## config.mk

```make
export PLATFORM = sky130hd
export DESIGN_NAME = controlador_es
export DESIGN_NICKNAME = d
export VERILOG_FILES = /design/src/rtl/controlador_es_pkg.sv /design/src/rtl/controlador_es_filtro_botao.sv /design/src/rtl/controlador_es.sv
export SDC_FILE = /design/constraint.sdc
export NUM_CORES = 1
export LEC_CHECK = 0
export CAP_MARGIN = 20
export CORE_MARGIN = 5
export CORE_UTILIZATION = 45
export CTS_CLUSTER_DIAMETER = 200
export DETAILED_ROUTE_END_ITERATION = 16
export PLACE_DENSITY_LB_ADDON = 0.05
export SLEW_MARGIN = 5
export SYNTH_ARGS = -nofsm -noshare
export SYNTH_HDL_FRONTEND = slang
export SYNTH_SLANG_ARGS = --single-unit
```

## constraint.sdc

```tcl
create_clock -name clock_fpga -period 4.35 [get_ports clock_fpga]
set_clock_uncertainty 0.2 [all_clocks]
set_input_delay 0.6525 -clock clock_fpga [delete_from_list [all_inputs] [get_ports clock_fpga]]
set_output_delay 0.6525 -clock clock_fpga [all_outputs]
set_load 0.05 [all_outputs]
```

## src/rtl/controlador_es_pkg.sv

```systemverilog
// Shared definitions for the IN/OUT controller: FSM state encoding and default debounce time.
package controlador_es_pkg;

  typedef enum logic [2:0] {
    OCIOSO     = 3'd0,
    ESPERA_IN  = 3'd1,
    ESPERA_OUT = 3'd2,
    SOLTA      = 3'd3,
    ARMADO     = 3'd4
  } estado_t;

  // 10 ms at 50 MHz
  localparam int DEBOUNCE_CYCLES_DEFAULT = 500000;

endpackage

```

## src/rtl/controlador_es_filtro_botao.sv

```systemverilog
// Button conditioner: 2-FF synchronizer, debounce counter, clean level and press pulse.
module filtro_botao #(
  parameter int DEBOUNCE_CYCLES = 500000,
  parameter int CNT_WIDTH       = 20
) (
  input  logic clock_fpga_i,
  input  logic reset_n_i,
  input  logic botao_i,
  output logic nivel_o,
  output logic aperto_o
);

  localparam logic [CNT_WIDTH-1:0] CNT_MAX = CNT_WIDTH'(DEBOUNCE_CYCLES - 1);

  logic                 sync1_q, sync2_q;
  logic [CNT_WIDTH-1:0] cnt_q, cnt_d;
  logic                 nivel_q, nivel_d;
  logic                 aperto_q, aperto_d;

  // Any cycle where the synchronized level agrees with the clean level restarts the count.
  always_comb begin
    cnt_d    = '0;
    nivel_d  = nivel_q;
    aperto_d = 1'b0;
    if (sync2_q != nivel_q) begin
      if (cnt_q == CNT_MAX) begin
        nivel_d  = sync2_q;
        aperto_d = ~sync2_q;
      end else begin
        cnt_d = cnt_q + CNT_WIDTH'(1);
      end
    end
  end

  always_ff @(posedge clock_fpga_i or negedge reset_n_i) begin
    if (!reset_n_i) begin
      sync1_q  <= 1'b0;
      sync2_q  <= 1'b0;
      cnt_q    <= '0;
      nivel_q  <= 1'b1;
      aperto_q <= 1'b0;
    end else begin
      sync1_q  <= botao_i;
      sync2_q  <= sync1_q;
      cnt_q    <= cnt_d;
      nivel_q  <= nivel_d;
      aperto_q <= aperto_d;
    end
  end

  assign nivel_o  = nivel_q;
  assign aperto_o = aperto_q;

endmodule

```

## src/rtl/controlador_es.sv

```systemverilog
// Freezes the processor clock on IN/OUT instructions until the user presses the board button.
module controlador_es
  import controlador_es_pkg::*;
#(
  parameter int DEBOUNCE_CYCLES = DEBOUNCE_CYCLES_DEFAULT,
  parameter int CNT_WIDTH       = 20,
  parameter int SW_WIDTH        = 8,
  parameter int IMM_WIDTH       = 14,
  parameter int DATA_WIDTH      = 32
) (
  input  logic                  clock_fpga,
  input  logic                  reset_n,
  input  logic                  botao,
  input  logic                  req_congela_in,
  input  logic                  req_congela_out,
  input  logic [DATA_WIDTH-1:0] pc,
  input  logic [SW_WIDTH-1:0]   switches,
  input  logic [DATA_WIDTH-1:0] dado_saida,
  output logic                  congela,
  output logic [IMM_WIDTH-1:0]  valor_in,
  output logic [DATA_WIDTH-1:0] valor_out,
  output logic                  aguardando
);

  estado_t               estado_q, estado_d;
  logic [DATA_WIDTH-1:0] pc_latch_q, pc_latch_d;
  logic [IMM_WIDTH-1:0]  valor_in_q, valor_in_d;
  logic [DATA_WIDTH-1:0] valor_out_q, valor_out_d;
  logic                  congela_q, congela_d;
  logic                  aguardando_q, aguardando_d;
  logic                  nivel, aperto;

  filtro_botao #(
    .DEBOUNCE_CYCLES(DEBOUNCE_CYCLES),
    .CNT_WIDTH      (CNT_WIDTH)
  ) u_filtro (
    .clock_fpga_i(clock_fpga),
    .reset_n_i   (reset_n),
    .botao_i     (botao),
    .nivel_o     (nivel),
    .aperto_o    (aperto)
  );

  // ARMADO waits for the PC to move so the same instruction cannot freeze twice.
  always_comb begin
    estado_d    = estado_q;
    pc_latch_d  = pc_latch_q;
    valor_in_d  = valor_in_q;
    valor_out_d = valor_out_q;
    case (estado_q)
      OCIOSO: begin
        if (req_congela_in) begin
          estado_d   = ESPERA_IN;
          pc_latch_d = pc;
        end else if (req_congela_out) begin
          estado_d    = ESPERA_OUT;
          pc_latch_d  = pc;
          valor_out_d = dado_saida;
        end
      end
      ESPERA_IN: begin
        if (aperto) begin
          valor_in_d = IMM_WIDTH'(switches);
          estado_d   = SOLTA;
        end
      end
      ESPERA_OUT: if (aperto) estado_d = SOLTA;
      SOLTA:      if (nivel) estado_d = ARMADO;
      ARMADO:     if (pc != pc_latch_q) estado_d = OCIOSO;
      default:    estado_d = OCIOSO;
    endcase
    congela_d    = (estado_d == ESPERA_IN) || (estado_d == ESPERA_OUT) || (estado_d == SOLTA);
    aguardando_d = (estado_d == ESPERA_IN) || (estado_d == ESPERA_OUT);
  end

  always_ff @(posedge clock_fpga or negedge reset_n) begin
    if (!reset_n) begin
      estado_q     <= OCIOSO;
      pc_latch_q   <= '0;
      valor_in_q   <= '0;
      valor_out_q  <= '0;
      congela_q    <= 1'b0;
      aguardando_q <= 1'b0;
    end else begin
      estado_q     <= estado_d;
      pc_latch_q   <= pc_latch_d;
      valor_in_q   <= valor_in_d;
      valor_out_q  <= valor_out_d;
      congela_q    <= congela_d;
      aguardando_q <= aguardando_d;
    end
  end

  assign congela    = congela_q;
  assign valor_in   = valor_in_q;
  assign valor_out  = valor_out_q;
  assign aguardando = aguardando_q;

endmodule
```

==> Word level (Yosys, flattened, before mapping) <==
Cells that the tools add are included.
{ "op_classes": {"add_sub_neg": 1, "eq_ne": 10, "muxes": 12, "bitwise_logic": 2, "n_reduce_logical": 9} }
{ "op_table": {"columns": ["operator", "n"], "rows": [
  ["$mux W32", 2],
  ["$mux W20", 2],
  ["$ne A32 B32 Y1", 1],
  ["$add A20 B1 Y20 const B", 1],
  ["$eq A20 B19 Y1 const B", 1],
  ["$mux W3", 5],
  ["$eq A3 B2 Y1 const B", 4],
  ["$pmux W3 S4", 1],
  ["$eq A3 B1 Y1 const B", 2],
  ["$reduce_and A2 Y1", 3],
  ["$eq A3 B3 Y1 const B", 1],
  ["$logic_not A3 Y1", 1],
  ["$reduce_and A3 Y1", 1],
  ["$logic_or A1 B1 Y1", 2],
  ["$mux W1", 2],
  ["$not A1 Y1", 2],
  ["$reduce_bool A2 Y1", 1],
  ["$reduce_or A2 Y1", 1],
  ["$ne A1 B1 Y1", 1]
]} }
{ "word_totals": {"register_bits": 101, "out_inout_bits": 48, "word_cells": 45} }

==> Logic depth before layout (Yosys ltp) <==
{ "logic_depth": {"word_depth": 6, "ltp_mapped": 7, "ltp_nobuf": 6} }

==> Hierarchy <==
A second synthesis with hierarchy kept.
{ "unflattened": {"hier_cells": 337, "area_unflattened_um2": 4664.5} }
{ "by_module_without_submodules": {"columns": ["module", "instances", "cells_each", "area_each_um2"], "rows": [
  ["controlador_es", 1, 224, 3468.3],
  ["filtro_botao", 1, 113, 1196.1]
]} }

==> Worst setup path after synthesis <==
No wires, ideal clock.
{ "synth_timing": {"path_type": "in2reg", "from": "in pc[7]", "to": "reg estado_q[2]", "setup_time_ns": 0.083, "arrival_ns": 1.763, "t_required_ns": 4.067, "slack_ns": 2.305, "path_stages": 5, "path_buffers": 0, "cell_sequence": "xor2_1 -> nor4_1 -> nand4_1 -> or4_1 -> o21ai_0"} }
{ "synth_via": {"elab_chain_len": 3} }
{ "synth_lines": {"columns": ["item", "line_no", "rtl"], "rows": [
  ["start: declaration", "controlador_es.sv:16", "input logic [DATA_WIDTH-1:0] pc,"],
  ["$ne A32 B32 Y1", "controlador_es.sv:69", "ARMADO: if (pc != pc_latch_q) estado_d = OCIOSO;"],
  ["$mux W3", "controlador_es.sv:69", null],
  ["$pmux W3 S4", "controlador_es.sv:50", "case (estado_q)"],
  ["via estado_d[2]", "controlador_es.sv:25", "estado_t estado_q, estado_d;"],
  ["end signal: assignment", "controlador_es.sv:85", "estado_q <= estado_d;"],
  ["end: declaration", "controlador_es.sv:25", null]
]} }
The timed path passes the listed nets, and every way through them passes these cells.
A chain may end at the register's enable or synchronous reset.

==> Worst setup path after layout <==
{ "layout_timing": {"from": "reg valor_out_q[7] (netlist: valor_out[7])", "to": "out valor_out[7]"} }
{ "layout_lines": {"columns": ["item", "line_no", "rtl"], "rows": [
  ["start: declaration", "controlador_es.sv:28", "logic [DATA_WIDTH-1:0] valor_out_q, valor_out_d;"],
  ["start signal: assignment", "controlador_es.sv:88", "valor_out_q <= valor_out_d;"],
  ["end: declaration", "controlador_es.sv:21", "output logic [DATA_WIDTH-1:0] valor_out,"]
]} }
No word-level cell between the ends.

==> metrics.txt <==
post-CTS sizing 0; CTS clk-pin slew, worst paths 0.09 ns; synth top area cells dfrtp_1, mux2_2, xor2_1; Yosys top cell by area dfrtp_1; crit path max-delay cell type clkdlybuf4s50_1; Placement Setup Slack 1.59 ns; Critical Path Fanout Max 2; Syn Area/Cell 13.3 sq um; number of routed nets with antenna violations 0; vias in the first global route 2742; Routed Wire Length 8230 microns; Clk pwr share 26.7%; DR pass1 iterations 4; maximum VDD drop 0.000159 V; nets 531; placed cell count 575; Max Clk Rate 420 MHz; gr busiest metal met2; I/O Buffers 118; Syn-to-layout area delta 33.6%; Logic pwr share 24.2%; clock buffer count from CTS 9; EDFF count, synth 0; Slew Viols, Final 0; Die W 109 microns; CTS sink count 101; DRT iter0 DRCs 109; largest net degree at the start of global routing 76; die area 0.0119 sq mm; mean number of vias per cell 4.79; slew margin rel. 38.8%; Clk Tree Root Cell clkbuf_8; FF+latch count, synth 101; Post-route DRC 0; number of distinct library cells after synthesis 35; CP bufs+invs 1; n_diodes 0; GR Overflow Total 0; post-detail-place hpwl 6040 microns; WS Path Type reg2out; GR Util met1 19.7%; Synth Cell Area 0.00441 sq mm; Global Route met2 Usage 20.9%; CTS tree done; YS warnings 0; routed vias 2821; Non-Filler Instances 589; Initial Utilization 45.6%; Setup crit end kind output port; later-pin clock latency in the skew report 0.35 ns; Startpoint Class register; Sw Ratio 28.8%; Max Root-Sink Buffers 2; # setup viols final 0; first-pass GRT wire length 13200 microns; Die Span Y 109 microns; RSZ-0062 raised after global routing no; post-layout min period 2.38 ns; final worst-path cycle share 54.8%; max capacitance violation total 0; Yosys top cell area share 56.7%; CTS HTree Levels 3; IO Count 125; DR WL/cell 14.0 microns; Crit path largest cell delay 0.83 ns; Psw 0.000668 W; Int Pwr 0.00165 W; P_leak 2.45 nW; # rows 36; Core Box Area 0.00968 sq mm; outcome completed; post-synthesis sequential area ratio 57.3%; Seq pwr share 49.1%; critical path, cell by cell clkdlybuf4s50_1; Crit path max-delay family buffers and inverters; Synth Instances 332; hold buffers post-CTS 0; Worst Tran Pin Value 0.917 ns; ys flop type dfrtp_1; setup TNS 0 ns; Fin. Hold Viols 0; FFs w/ async S/R, synth 100%; initial antenna violation count 0; HP Class reg2reg; Critical Path AT 1.53 ns; postcts setup bufs 0; met3 GRT Util 3.79%; final setup margin 1.97 ns; share of layout cells above drive strength 1 21.1%; Critical Path RT 3.50 ns; pwr dens 393 mW/mm^2; GPL Wtd Cong 0.721; gr usage total 14.2%
==> Yosys cell counts (all sizes together) (2+ instances only) <==
library cell and count:
inv 3, or4 3, xnor2 22, nand3 5
nor4b 2, clkbuf 2, nand4 11, mux2 73
nand2 11, xor2 30, dfrtp 100, nor2 28
o21ai 2, nor4 9, nor3 6, buf 14
==> kinds of logic after synthesis <==
logic type | after synthesis | share of synthesized area (%)
AND/OR/NAND/NOR | 80 | 9.87
buffers and inverters | 19 | 2.84
AO/OA/AOI/OAI | 5 | 0.680
multiplexers | 73 | 18.6
adder cells (fa/ha/maj) | 1 | 0.283
other | 1 | 0.0850
XOR/XNOR | 52 | 10.3
flip-flops | 101 | 57.3
==> power by group through the flow <==
stage | Combinational (W) | Sequential, W | Clock (W)
final | 0.000562 | 0.00114 | 0.000619
after global routing | 0.000602 | 0.00116 | 0.000680
after CTS | 0.000571 | 0.00114 | 0.000638
after detailed placement | 0.000570 | 0.00116 | 0
after global placement | 0.000562 | 0.00115 | 0
after floorplan | 0.000203 | 0.00131 | 0
==> flip-flops by register name (all words and copies together), names as in the netlist <==
name	count
congela	1
valor_out	32
aguardando	1
u_filtro.cnt_q	20
u_filtro.sync1_q	1
valor_in	8
u_filtro.nivel_o	1
u_filtro.sync2_q	1
u_filtro.aperto_o	1
estado_q	3
pc_latch_q	32
==> layout by cell type, fill, tap and decap left out <==
| cell type | instances |
|---|---|
| a211oi_1 | 1 |
| a21oi_1 | 1 |
| and3b_1 | 1 |
| buf_4 | 4 |
| bufinv_16 | 2 |
| clkbuf_1 | 1 |
| clkbuf_8 | 9 |
| clkdlybuf4s50_1 | 117 |
| clkinvlp_4 | 2 |
| conb_1 | 6 |
| dfrtp_1 | 100 |
| dfstp_2 | 1 |
| ha_1 | 1 |
| inv_1 | 3 |
| mux2_1 | 2 |
| mux2_2 | 71 |
| nand2_1 | 11 |
| nand2b_1 | 1 |
| nand3_1 | 5 |
| nand4_1 | 11 |
| nand4b_1 | 1 |
| nor2_1 | 27 |
| nor2_2 | 1 |
| nor3_1 | 2 |
| nor3_2 | 4 |
| nor4_1 | 8 |
| nor4_4 | 1 |
| nor4b_1 | 2 |
| o21a_1 | 1 |
| o21ai_0 | 2 |
| or2_1 | 1 |
| or3_1 | 1 |
| or4_1 | 2 |
| or4_4 | 1 |
| xnor2_1 | 22 |
| xor2_1 | 30 |
==> routing by layer <==
layer	up-vias	routed length, microns
met5	-	0
met4	0	174
met3	14	714
met2	99	3460
met1	1333	3880
li1	1375	-
==> final timing paths <==
path | slack [ns] | startpoint | depth (start not counted) | endpoint
max reg2reg | 2.08 | u_filtro.cnt_q[15] | 5 | u_filtro.cnt_q[16]
min in group asynchronous | 0.22 | reset_n | 1 | valor_out[26]
max | 1.97 | valor_out[7] | 1 | valor_out[7]
min | 0.15 | u_filtro.sync1_q | 0 | u_filtro.sync2_q
min reg2reg | 0.15 | u_filtro.sync1_q | 0 | u_filtro.sync2_q
max in group asynchronous | 2.79 | reset_n | 2 | pc_latch_q[24]
==> final cells by class <==
cell class,count,area [sq um]
clock buffer,10,128
clock inverter,4,75.1
fill,780,3790
inverter,3,11.3
multi-input combinational,217,1790
sequential,101,2530
tap,133,166
timing repair buffer,121,1200
==> metrics by stage <==
| stage | instance area (sq um) | hold WS (ns) | total power, W | util (%) |
|---|---|---|---|---|
| 6_report | 5900 | 0.153 | 0.00232 | 60.9 |
| 5_1_grt | 5900 | 0.165 | 0.00244 | 60.9 |
| 4_1_cts | 5900 | 0.155 | 0.00235 | 60.9 |
| 3_5_place_dp | 5690 | 0.136 | 0.00173 | 58.8 |
| 3_3_place_gp | 5690 | 0.137 | 0.00171 | 58.8 |
| 2_1_floorplan | 4430 | 0.131 | 0.00151 | - |
(Power assumes the default switching activity.)
